## config.mk

```make
export PLATFORM = sky130hd
export DESIGN_NAME = encoder
export DESIGN_NICKNAME = d
export VERILOG_FILES = /design/src/rtl/encoder.sv
export SDC_FILE = /design/constraint.sdc
export NUM_CORES = 1
export LEC_CHECK = 0
export BUFFER_PORTS_ARGS = -buffer_cell sky130_fd_sc_hd__buf_2
export CAP_MARGIN = 10
export CORE_UTILIZATION = 55
export CTS_BUF_LIST = sky130_fd_sc_hd__clkbuf_4 sky130_fd_sc_hd__clkbuf_8
export DETAILED_ROUTE_END_ITERATION = 12
export PLACE_DENSITY = 0.9
export SETUP_SLACK_MARGIN = 0.05
export SYNTH_ARGS = -nofsm -noshare
export SYNTH_HDL_FRONTEND = slang
export SYNTH_SLANG_ARGS = --single-unit
```

## constraint.sdc

```tcl
create_clock -name clk_i -period 4.01 [get_ports clk_i]
set_input_delay 0 -clock clk_i [delete_from_list [all_inputs] [get_ports clk_i]]
set_output_delay 0 -clock clk_i [all_outputs]
set_load 0.005 [all_outputs]
```

## src/rtl/encoder.sv

```systemverilog
// ---------------------------------------------------------------------------
// encoder
//   Serialises one command frame into a UART byte stream.  A frame is a
//   header byte (the command) followed by its payload, sent least
//   significant byte first from a shift buffer.
//
//   CMD_DATA (8'h0A+1 = 8'h0B): PACK_NUM payload bytes
//     output_pattern_i, then {sel_out_i, 1'b0, mode_i, stop_bit_i, start_bit_i}
//   CMD_FREQ (8'h0A): FREQ_NUM payload bytes
//     freq_pattern_i, then slow_period_i, then fast_period_i
//
// Ports
//   clk_i, rst_ni          clock, asynchronous active-low reset
//   start_i, cmd_i         one-cycle frame request and its command
//   output_pattern_i,
//   sel_out_i, start_bit_i,
//   stop_bit_i, mode_i     data-frame fields
//   freq_pattern_i,
//   slow_period_i,
//   fast_period_i          freq-frame fields
//   tx_done_tick_i         transmitter finished the current byte
//   tx_data_o, tx_start_o  byte to send and its one-cycle launch pulse
//   busy_o, done_tick_o    frame in progress / frame complete pulse
//   state_o                current FSM state (debug observation)
//
// Handshakes
//   Request side: start_i is sampled only while busy_o is 0 (state S_IDLE);
//   a request with a valid command is accepted on that edge and every input
//   field is captured, so inputs are don't-care afterwards.  Requests while
//   busy_o is 1 are dropped, not queued.
//   Transmit side: tx_start_o pulses one cycle with tx_data_o valid;
//   tx_data_o then holds until tx_done_tick_i is seen in S_WAIT.  A
//   tx_done_tick_i in any other state is ignored.
// ---------------------------------------------------------------------------
module encoder #(
  parameter int DATA_BIT = 32,
  parameter int PACK_NUM = 5,
  parameter int FREQ_NUM = 6
) (
  input  logic                clk_i,
  input  logic                rst_ni,
  input  logic                start_i,
  input  logic [7:0]          cmd_i,
  input  logic [DATA_BIT-1:0] output_pattern_i,
  input  logic [3:0]          sel_out_i,
  input  logic                start_bit_i,
  input  logic                stop_bit_i,
  input  logic                mode_i,
  input  logic [DATA_BIT-1:0] freq_pattern_i,
  input  logic [7:0]          slow_period_i,
  input  logic [7:0]          fast_period_i,
  input  logic                tx_done_tick_i,
  output logic [7:0]          tx_data_o,
  output logic                tx_start_o,
  output logic                busy_o,
  output logic                done_tick_o,
  output logic [1:0]          state_o
);

  localparam logic [7:0] CMD_FREQ = 8'h0A;
  localparam logic [7:0] CMD_DATA = 8'h0B;
  localparam int MAX_PAY = (PACK_NUM > FREQ_NUM) ? PACK_NUM : FREQ_NUM;
  // Header byte lives in the low byte of the buffer so one shifter serves
  // both the header and the payload.
  localparam int BUF_W   = 8 * (MAX_PAY + 1);

  typedef enum logic [1:0] {
    S_IDLE = 2'd0,
    S_SEND = 2'd1,
    S_WAIT = 2'd2,
    S_DONE = 2'd3
  } state_t;

  state_t           state_q;
  logic [BUF_W-1:0] buf_q;
  logic [3:0]       cnt_q;
  logic [7:0]       cmd_q;
  logic             tx_start_q;
  logic             busy_q;
  logic             done_q;

  logic             cmd_ok;
  logic [7:0]       ctrl_byte;
  logic [BUF_W-1:0] data_frame;
  logic [BUF_W-1:0] freq_frame;
  logic [3:0]       last_idx;

  assign cmd_ok     = (cmd_i == CMD_DATA) || (cmd_i == CMD_FREQ);
  assign ctrl_byte  = {sel_out_i, 1'b0, mode_i, stop_bit_i, start_bit_i};
  assign data_frame = BUF_W'({ctrl_byte, output_pattern_i, CMD_DATA});
  assign freq_frame = BUF_W'({fast_period_i, slow_period_i, freq_pattern_i, CMD_FREQ});

  // Index of the final byte of the frame (header is index 0).
  assign last_idx   = (cmd_q == CMD_DATA) ? 4'(PACK_NUM) : 4'(FREQ_NUM);

  always_ff @(posedge clk_i or negedge rst_ni) begin
    if (!rst_ni) begin
      state_q    <= S_IDLE;
      buf_q      <= '0;
      cnt_q      <= '0;
      cmd_q      <= '0;
      tx_start_q <= 1'b0;
      busy_q     <= 1'b0;
      done_q     <= 1'b0;
    end else begin
      case (state_q)
        S_IDLE: begin
          if (start_i && cmd_ok) begin
            cmd_q      <= cmd_i;
            buf_q      <= (cmd_i == CMD_DATA) ? data_frame : freq_frame;
            cnt_q      <= '0;
            tx_start_q <= 1'b1;
            busy_q     <= 1'b1;
            state_q    <= S_SEND;
          end
        end
        S_SEND: begin
          // The launch pulse was raised on entry; drop it after one cycle.
          tx_start_q <= 1'b0;
          state_q    <= S_WAIT;
        end
        S_WAIT: begin
          if (tx_done_tick_i) begin
            buf_q <= buf_q >> 8;
            cnt_q <= cnt_q + 4'd1;
            if (cnt_q == last_idx) begin
              done_q  <= 1'b1;
              state_q <= S_DONE;
            end else begin
              tx_start_q <= 1'b1;
              state_q    <= S_SEND;
            end
          end
        end
        S_DONE: begin
          done_q  <= 1'b0;
          busy_q  <= 1'b0;
          state_q <= S_IDLE;
        end
        default: state_q <= S_IDLE;
      endcase
    end
  end

  assign tx_data_o   = buf_q[7:0];
  assign tx_start_o  = tx_start_q;
  assign busy_o      = busy_q;
  assign done_tick_o = done_q;
  assign state_o     = state_q;

endmodule
```

Yosys cells after proc, flatten, opt, wreduce, memory -nomap -nowiden
Index checks and enable logic that the tools add are counted.

storage, ports and cells
  register bits after elaboration = 73
  output and inout port bits = 13
  word-level logic and storage cells = 52

operators by class
  add/sub/neg operators = 1
  equal/unequal tests = 11
  mux-type cells = 20
  reductions and logical operators = 13

operator list
  operator                                                          number
  56-bit two-way mux                                                3
  56-bit case mux with 2 select lines                               1
  8-bit by 4-bit == test with 1-bit output (second input constant)  3
  2-bit two-way mux                                                 4
  4-bit two-way mux                                                 2
  2-bit != test (second input constant)                             4
  2-bit case mux with 4 select lines                                1
  4-bit case mux with 2 select lines                                1
  2-bit AND reduction                                               3
  3-bit AND reduction                                               2
  2-bit nonzero test                                                3
  1-bit two-way mux                                                 5
  4-bit by 1-bit adder with 4-bit output (second input constant)    1
  2-bit == test (second input constant)                             2
  4-bit by 3-bit == test with 1-bit output                          1
  1-bit case mux with 2 select lines                                2
  4-bit AND reduction                                               1
  1-bit case mux with 3 select lines                                1
  3-bit nonzero test                                                1
  2-bit by 1-bit == test with 1-bit output (second input constant)  1
  2-bit zero test                                                   1
  1-bit logical AND                                                 1
  1-bit logical OR                                                  1

Logic depth before layout (Yosys ltp)
Gate-level depths: netlist of run 1.

  depth after elaboration = 6
  gate-level depth with buffers = 7

Least setup slack after synthesis of run 1
OpenSTA, ideal clock, no wires.

  path type = flip-flop to flip-flop
  start = reg state_q[1] (netlist: state_o[1])
  end = reg buf_q[0]
  arrival = 1.712 ns
  required time = 3.885 ns
  slack = 2.174 ns
  stages on the path, launching flop included = 8
  period minus slack after synthesis = 1.836 ns
  cells stage by stage = dfrtp_1 clkbuf_1 and2_1 a31oi_2 or2_1 buf_6 inv_1 mux2_2

between the ends
  word-level cells in the longest chain between the ends = 3
  elaborated cells on any way between the ends = 7
  those cells by class = eq/ne: 3; mux: 1; reduce/logical: 3

ends and longest elaborated chain
  what                                                           line  text
  start: declaration                                             74    state_t state_q;
  start signal: assignment                                       98    state_q <= S_IDLE;
  start signal: assignment                                       114   state_q <= S_SEND;
  start signal: assignment                                       120   state_q <= S_WAIT;
  2-bit == test or 2-bit zero test (tied branches)               106   case (state_q)
  2-bit != test (no line) or 2-bit nonzero test (tied branches)  -
  3-bit AND reduction (no line)                                  -
  end signal: assignment                                         110   buf_q <= (cmd_i == CMD_DATA) ? data_frame : freq_frame;
  end signal: assignment                                         124   buf_q <= buf_q >> 8;
  end: declaration                                               75    logic [BUF_W-1:0] buf_q;

Parallel ways exist; a longest one is shown, timed or not.
A chain may end at the register's enable or synchronous reset.

Final worst setup path of run 1
  start = reg state_q[1] (netlist: state_o[1])
  end = reg buf_q[30]

Same word-level chain as after synthesis.

==> results of run 1 <==
## per-layer routing
metal | up-vias | wire length [um]
li1 | 1669 | -
met1 | 1680 | 4130
met2 | 169 | 4890
met3 | 23 | 605
met4 | 0 | 222
met5 | - | 0
## cells in the final DEF (no fill, tap or decap), drive strengths merged, types with 11 or more instances in the layout
cell type    synthesis  layout
dfrtp               73      73
clkbuf              32      11
dlygate4sd3          0      12
o31ai               40      40
a211oi              39      39
nand2               11      11
nor2                43      43
o21ai               52      52
buf                 14     118
and3                40      40
## final cells by class
class / instances / share of cell area, %
Clock buffer: 11 / 2.99
Clock inverter: 5 / 2.24
Inverter: 4 / 0.324
Multi-Input combinational cell: 275 / 37.3
Sequential cell: 73 / 39.4
Tap cell: 77 / 2.08
Timing Repair Buffer: 130 / 15.7
## how the worst max path moves through the flow
stage,from,endpoint,slack (ns),cells past startpoint
6_report,state_o[1],buf_q[30],1.23,5
3_5_place_dp,state_o[1],buf_q[43],1.34,5
5_1_grt,state_o[1],buf_q[29],1.07,5
4_1_cts,state_o[1],buf_q[30],1.28,5
2_1_floorplan,state_o[1],buf_q[0],2.17,7
3_3_place_gp,state_o[1],buf_q[43],1.39,5
## tightest hold or removal path: cells and delay by family
kind	cells	cell delay, ns
AOI/OAI and AO/OA	2	0.25
buffers and inverters	1	0.07
## registers in the layout, indices dropped and copies added, names as in the netlist
signal and cells:
cmd_q 8, tx_start_o 1, state_o 2, cnt_q 4
busy_o 1, buf_q 56, done_tick_o 1
## cells by family (layout without fill, tap and decap cells)
| kind of cell | Yosys count | after routing | synth area share (%) |
|---|---|---|---|
| and+or+nand+nor | 117 | 117 | 16.6 |
| DFF | 73 | 73 | 48.0 |
| AOI/OAI and AO/OA | 154 | 154 | 27.4 |
| buffers and inverters | 50 | 150 | 6.91 |
| muxes | 1 | 1 | 0.296 |
| adders and majority gates | 1 | 1 | 0.329 |
| xor gates and xnor gates | 2 | 2 | 0.460 |
## through the flow
stage                     hold slack, ns  setup WS [ns]  std cells  utilization, %
after floorplan                   -0.296           2.17        398               -
after global placement             0.222           1.39        547            65.9
after detailed placement           0.230           1.34        547            65.9
after CTS                         0.0268           1.28        575            71.5
after global routing              0.0475           1.07        575            71.5
final                             0.0264           1.23        575            71.5
## report_power, final
part	total, mW	internal [mW]	switching, mW
clock	0.699	0.428	0.272
combinational	0.931	0.371	0.560
sequential	1.18	1.01	0.177
==> metrics.md, run 1 <==
| Metric | Value |
|---|---|
| Gr busiest metal | met2 |
| RSZ-0062 raised after global routing | no |
| Vias in the first global route | 3513 |
| Final Critical Period | 2.78 ns |
| WHS Endpoint | buf_q[41] |
| Post-CTS Resized | 0 |
| DRC | 0 |
| Cell family with most CP delay | compound AO/OA/AOI/OAI gates |
| Clock Sinks | 73 |
| Site Rows | 29 |
| Placed Area | 4280 sq um |
| Crit end category | register |
| Worst R2R Start | state_o[1] |
| Setup TNS | 0 ns |
| CTS Buf Count | 9 |
| Depth of the worst hold-timing path | 3 |
| Via Count | 3541 |
| Area of the multi-input gates | 1730 sq um |
| Asr flop ratio synth | 100% |
| Crit path DAT | 2.99 ns |
| Routability-driven placement congestion ratio | 0.821 |
| Total track usage | 28.9% |
| First-pass GRT wire length | 16400 um |
| CP Data Required Time | 4.22 ns |
| Drt wl/cell | 17.1 um |
| Die width | 85.2 um |
| Post-synthesis cell area | 3800 sq um |
| Fraction of layout cells with a size suffix above 1 | 28.5% |
| Clock skew | 0.00689 ns |
| First-pass DRT Iterations | 5 |
| Fmax achieved | 360 MHz |
| Most common cell in the netlist | dfrtp_1 |
| CP max FO | 45 |
| Slowest CP cell | a31oi_4 |
| Post-synthesis sequential area ratio | 48.0% |
| Pin count of the biggest net entering global routing | 50 |
| CTS tree | yes |
| H-tree levels | 3 |
| Core ar. | 6490 sq um |
| Hold crit path type | in -> reg |
| Cells along the critical path | and2_1, a31oi_4, or2_2, buf_4, o31ai_1 |
| Pwr Total | 2.81 mW |
| M2 GR Usage | 48.7% |
| Synth Instances | 398 |
| Die Ht | 85.2 um |
| Final wirelength | 9850 um |
| Worst Path Class, Setup | reg -> reg |
| Fillcell total | 476 |
| Dpl hpwl | 6580 um |
| Clk root buf | clkbuf_8 |
| Pwr/cell area | 606 nW/um^2 |
| Final setup violation count | 0 |
| Leak | 2.32 nW |
| EDFF count, synth | 0 |
| Worst hold start | slow_period_i[1] |
| Fin. max-slew vios | 0 |
| Area of the die | 7250 sq um |
| Status | complete, no violations |
| Max incr delay on CP | 0.78 ns |
| R2r setup slk | 1.23 ns |
| Antenna Cells | 0 |
| Initial antenna violation count | 0 |
| Synth top area cells | dfrtp_1 48%, o31ai_1 7.9%, a211oi_1 7.7%, o21ai_0 6.8%, and3_1 6.6% |
| Synth area leader | dfrtp_1 |
| Via density | 6.16 |
| Initial Utilization | 58.6% |
| Syn Area/Cell | 9.56 sq um |
| Met1 GRT Util | 37.9% |
| Peak supply drop | 273 uV |
| Setup Fix Bufs, Post-CTS | 0 |
| Final hold violations | 0 |
| Rel. slew slack | 31.0% |
| Least-Margin Pin Slew | 1.03 ns |
| Iteration-0 DRC Markers | 309 |
| Worst setup SP type | register |
| Clk Latency, worst-skew pair | 0.34 ns |
| I/O Buffers | 111 |
| Post-synth top cells | 73 x dfrtp_1, 52 x o21ai_0, 43 x nor2_1, 40 x and3_1, 40 x o31ai_1 |
| Reg2reg path depth | 5 |
| Nets@finish | 593 |
| IO Pins | 112 |
| Library cells used by synthesis | 34 |
| Clock Tree Buf Depth | 2 |
| Met3 usage | 3.99% |
| Seq. cell area | 1830 sq um |
| Worst r2r dst | buf_q[30] |
| WP buf/inv | 1 |
| Design area | 4640 sq um |
| Post-CTS Hold Fix Bufs | 12 |
| Layout Area Growth over Synthesis | 22.0% |
| Maxcap violations | 0 |
| Grt total ovfl | 0 |
| Final period util | 69.4% |
| Ys flop type | dfrtp_1 |
| YS warnings | 0 |
| Register bit total from synthesis | 73 |
| Clk pin slew, worst setup/hold paths | 0.07 ns |
| Synthesized Nets | 498 |
| Share of the synthesized area in the top cell type | 48.0% |
| Antenna viol nets, final | 0 |
Note: power is estimated with default switching activity, not from simulation.
==> run 2, diff against run 1 <==
--- a/config.mk
+++ b/config.mk
@@ -7,10 +7,10 @@
 export LEC_CHECK = 0
 export BUFFER_PORTS_ARGS = -buffer_cell sky130_fd_sc_hd__buf_2
 export CAP_MARGIN = 10
-export CORE_UTILIZATION = 55
+export CORE_UTILIZATION = 54
 export CTS_BUF_LIST = sky130_fd_sc_hd__clkbuf_4 sky130_fd_sc_hd__clkbuf_8
 export DETAILED_ROUTE_END_ITERATION = 12
-export PLACE_DENSITY = 0.9
+export PLACE_DENSITY = 0.89
 export SETUP_SLACK_MARGIN = 0.05
 export SYNTH_ARGS = -nofsm -noshare
 export SYNTH_HDL_FRONTEND = slang
==> constraint.sdc (replaced) <==
create_clock -name clk_i -period 2.56 [get_ports clk_i]
set_input_delay 0 -clock clk_i [delete_from_list [all_inputs] [get_ports clk_i]]
set_output_delay 0 -clock clk_i [all_outputs]
set_load 0.005 [all_outputs]
==> metrics.md, run 2 (same netlist as run 1, synthesis figures left out) <==
| Metric | Value |
|---|---|
| Final core occ | 67.9% |
| Fillcell total | 506 |
| Initial Utilization | 56.0% |
| Layout Area Growth over Synthesis | 21.2% |
| Clk pin slew, worst setup/hold paths | 0.07 ns |
| CTS Buf Count | 9 |
| Site Rows | 30 |
| Hold crit path type | in -> reg |
| Initial antenna violation count | 0 |
| Worst Path Class, Setup | reg -> reg |
| Pwr Total | 4.11 mW |
| Iteration-0 DRC Markers | 291 |
| Fraction of layout cells with a size suffix above 1 | 28.4% |
| Largest regs | buf_q: 56 flops, cmd_q: 8 flops, cnt_q: 4 flops |
| Inst Count DP | 568 |
| Maxcap violations | 0 |
| Fin. max-slew vios | 0 |
| Core ar. | 6790 sq um |
| Placed Area | 4330 sq um |
| Worst setup SP type | register |
| Commonest non-fill, non-tap cell in the layout | buf_2 |
| Clk root buf | clkbuf_8 |
| DRC | 0 |
| Drt wl/cell | 15.7 um |
| Fmax achieved | 463 MHz |
| Hold slack | 0.0346 ns |
| Routability-driven placement congestion ratio | 0.790 |
| CTS tree | yes |
| Clock Sinks | 73 |
| Rel. slew slack | 45.0% |
| Max FFs per register | 56 |
| Post-Place Setup Slack | 0.556 ns |
| Final wirelength | 9290 um |
| Reg2reg path depth | 5 |
| RSZ-0062 raised after global routing | no |
| Clock skew | 0.00786 ns |
| Via Count | 3461 |
| Pwr/cell area | 891 nW/um^2 |
| Antenna viol nets, final | 0 |
| Clk Latency, worst-skew pair | 0.34 ns |
| Vias in the first global route | 3371 |
| Depth of the worst hold-timing path | 3 |
| Antenna Cells | 0 |
| Grt total ovfl | 0 |
| Most frequent cells in the layout | 111 x buf_2, 73 x dfrtp_1, 52 x o21ai_0 |
| Status | complete, no violations |
| Final period util | 84.3% |
| Crit end category | register |
| Area of the die | 7390 sq um |
| First-pass DRT Iterations | 4 |
| Total track usage | 26.1% |
| Design area | 4610 sq um |
| Setup ws final | 0.402 ns |
| Leak | 2.30 nW |
| Peak supply drop | 374 uV |
| Die width | 85.9 um |
| CP Data Required Time | 2.78 ns |
| I/O Buffers | 111 |
| First-pass GRT wire length | 15100 um |
| Clock Tree Buf Depth | 2 |
| Final hold violations | 0 |
| Dpl hpwl | 6300 um |
| Via density | 5.85 |
| Setup TNS | 0 ns |
| Least-Margin Pin Slew | 0.825 ns |
| IO Pins | 112 |
| CP max FO | 38 |
| Die Ht | 85.9 um |
| Final Critical Period | 2.16 ns |
| Final setup violation count | 0 |
| Pin count of the biggest net entering global routing | 45 |
| Non-Filler Instances | 592 |
| Crit path DAT | 2.37 ns |
| Nets@finish | 594 |
| H-tree levels | 3 |
| Top reg by flops | buf_q |
==> run 2: cell type report <==
class	instances	area [sq um]	area share [%]
flip-flops and latches	73	1830	39.6
well taps	96	120	2.60
inverters	4	15.0	0.326
clock buffers	13	173	3.74
repair buffers	131	746	16.2
multi-input cells	275	1730	37.5
==> run 2: path summary, 6_finish.rpt <==
check	start	endpoint	slack, ns
worst min register to register	cmd_q[3]	cmd_q[3]	0.47
worst max-delay path	state_o[1]	buf_q[27]	0.40
worst max register to register	state_o[1]	buf_q[27]	0.40
max in group asynchronous	rst_ni	buf_q[37]	1.59
worst min-delay path	freq_pattern_i[27]	buf_q[35]	0.03
min in group asynchronous	rst_ni	buf_q[48]	0.29
==> run 2: worst max-delay path: stages, from the launching register on <==
cell     delay, ns
dfrtp_1       0.54
and2_1        0.28
a31oi_4       0.04
or2_2         0.45
buf_4         0.32
o31ai_1       0.38
==> run 2: power breakdown <==
group          switching, mW  total (mW)  internal, mW
sequential             0.267        1.84          1.58
combinational          0.871        1.47         0.596
clock                  0.376       0.802         0.427
==> run 2: metal layers <==
metal / routed length [um] / global-route usage (%) / vias up
li1: - / - / 1658
met1: 3940 / 34.5 / 1634
met2: 4540 / 41.7 / 142
met3: 570 / 4.72 / 27
met4: 233 / 12.9 / 0
met5: 0 / 0 / -
==> run 2: what timing repair did <==
item,in CTS,in global routing
gates resized for setup,0,0
hold buffers,11,0
buffers inserted,0,0
endpoints found under the hold margin,45,0
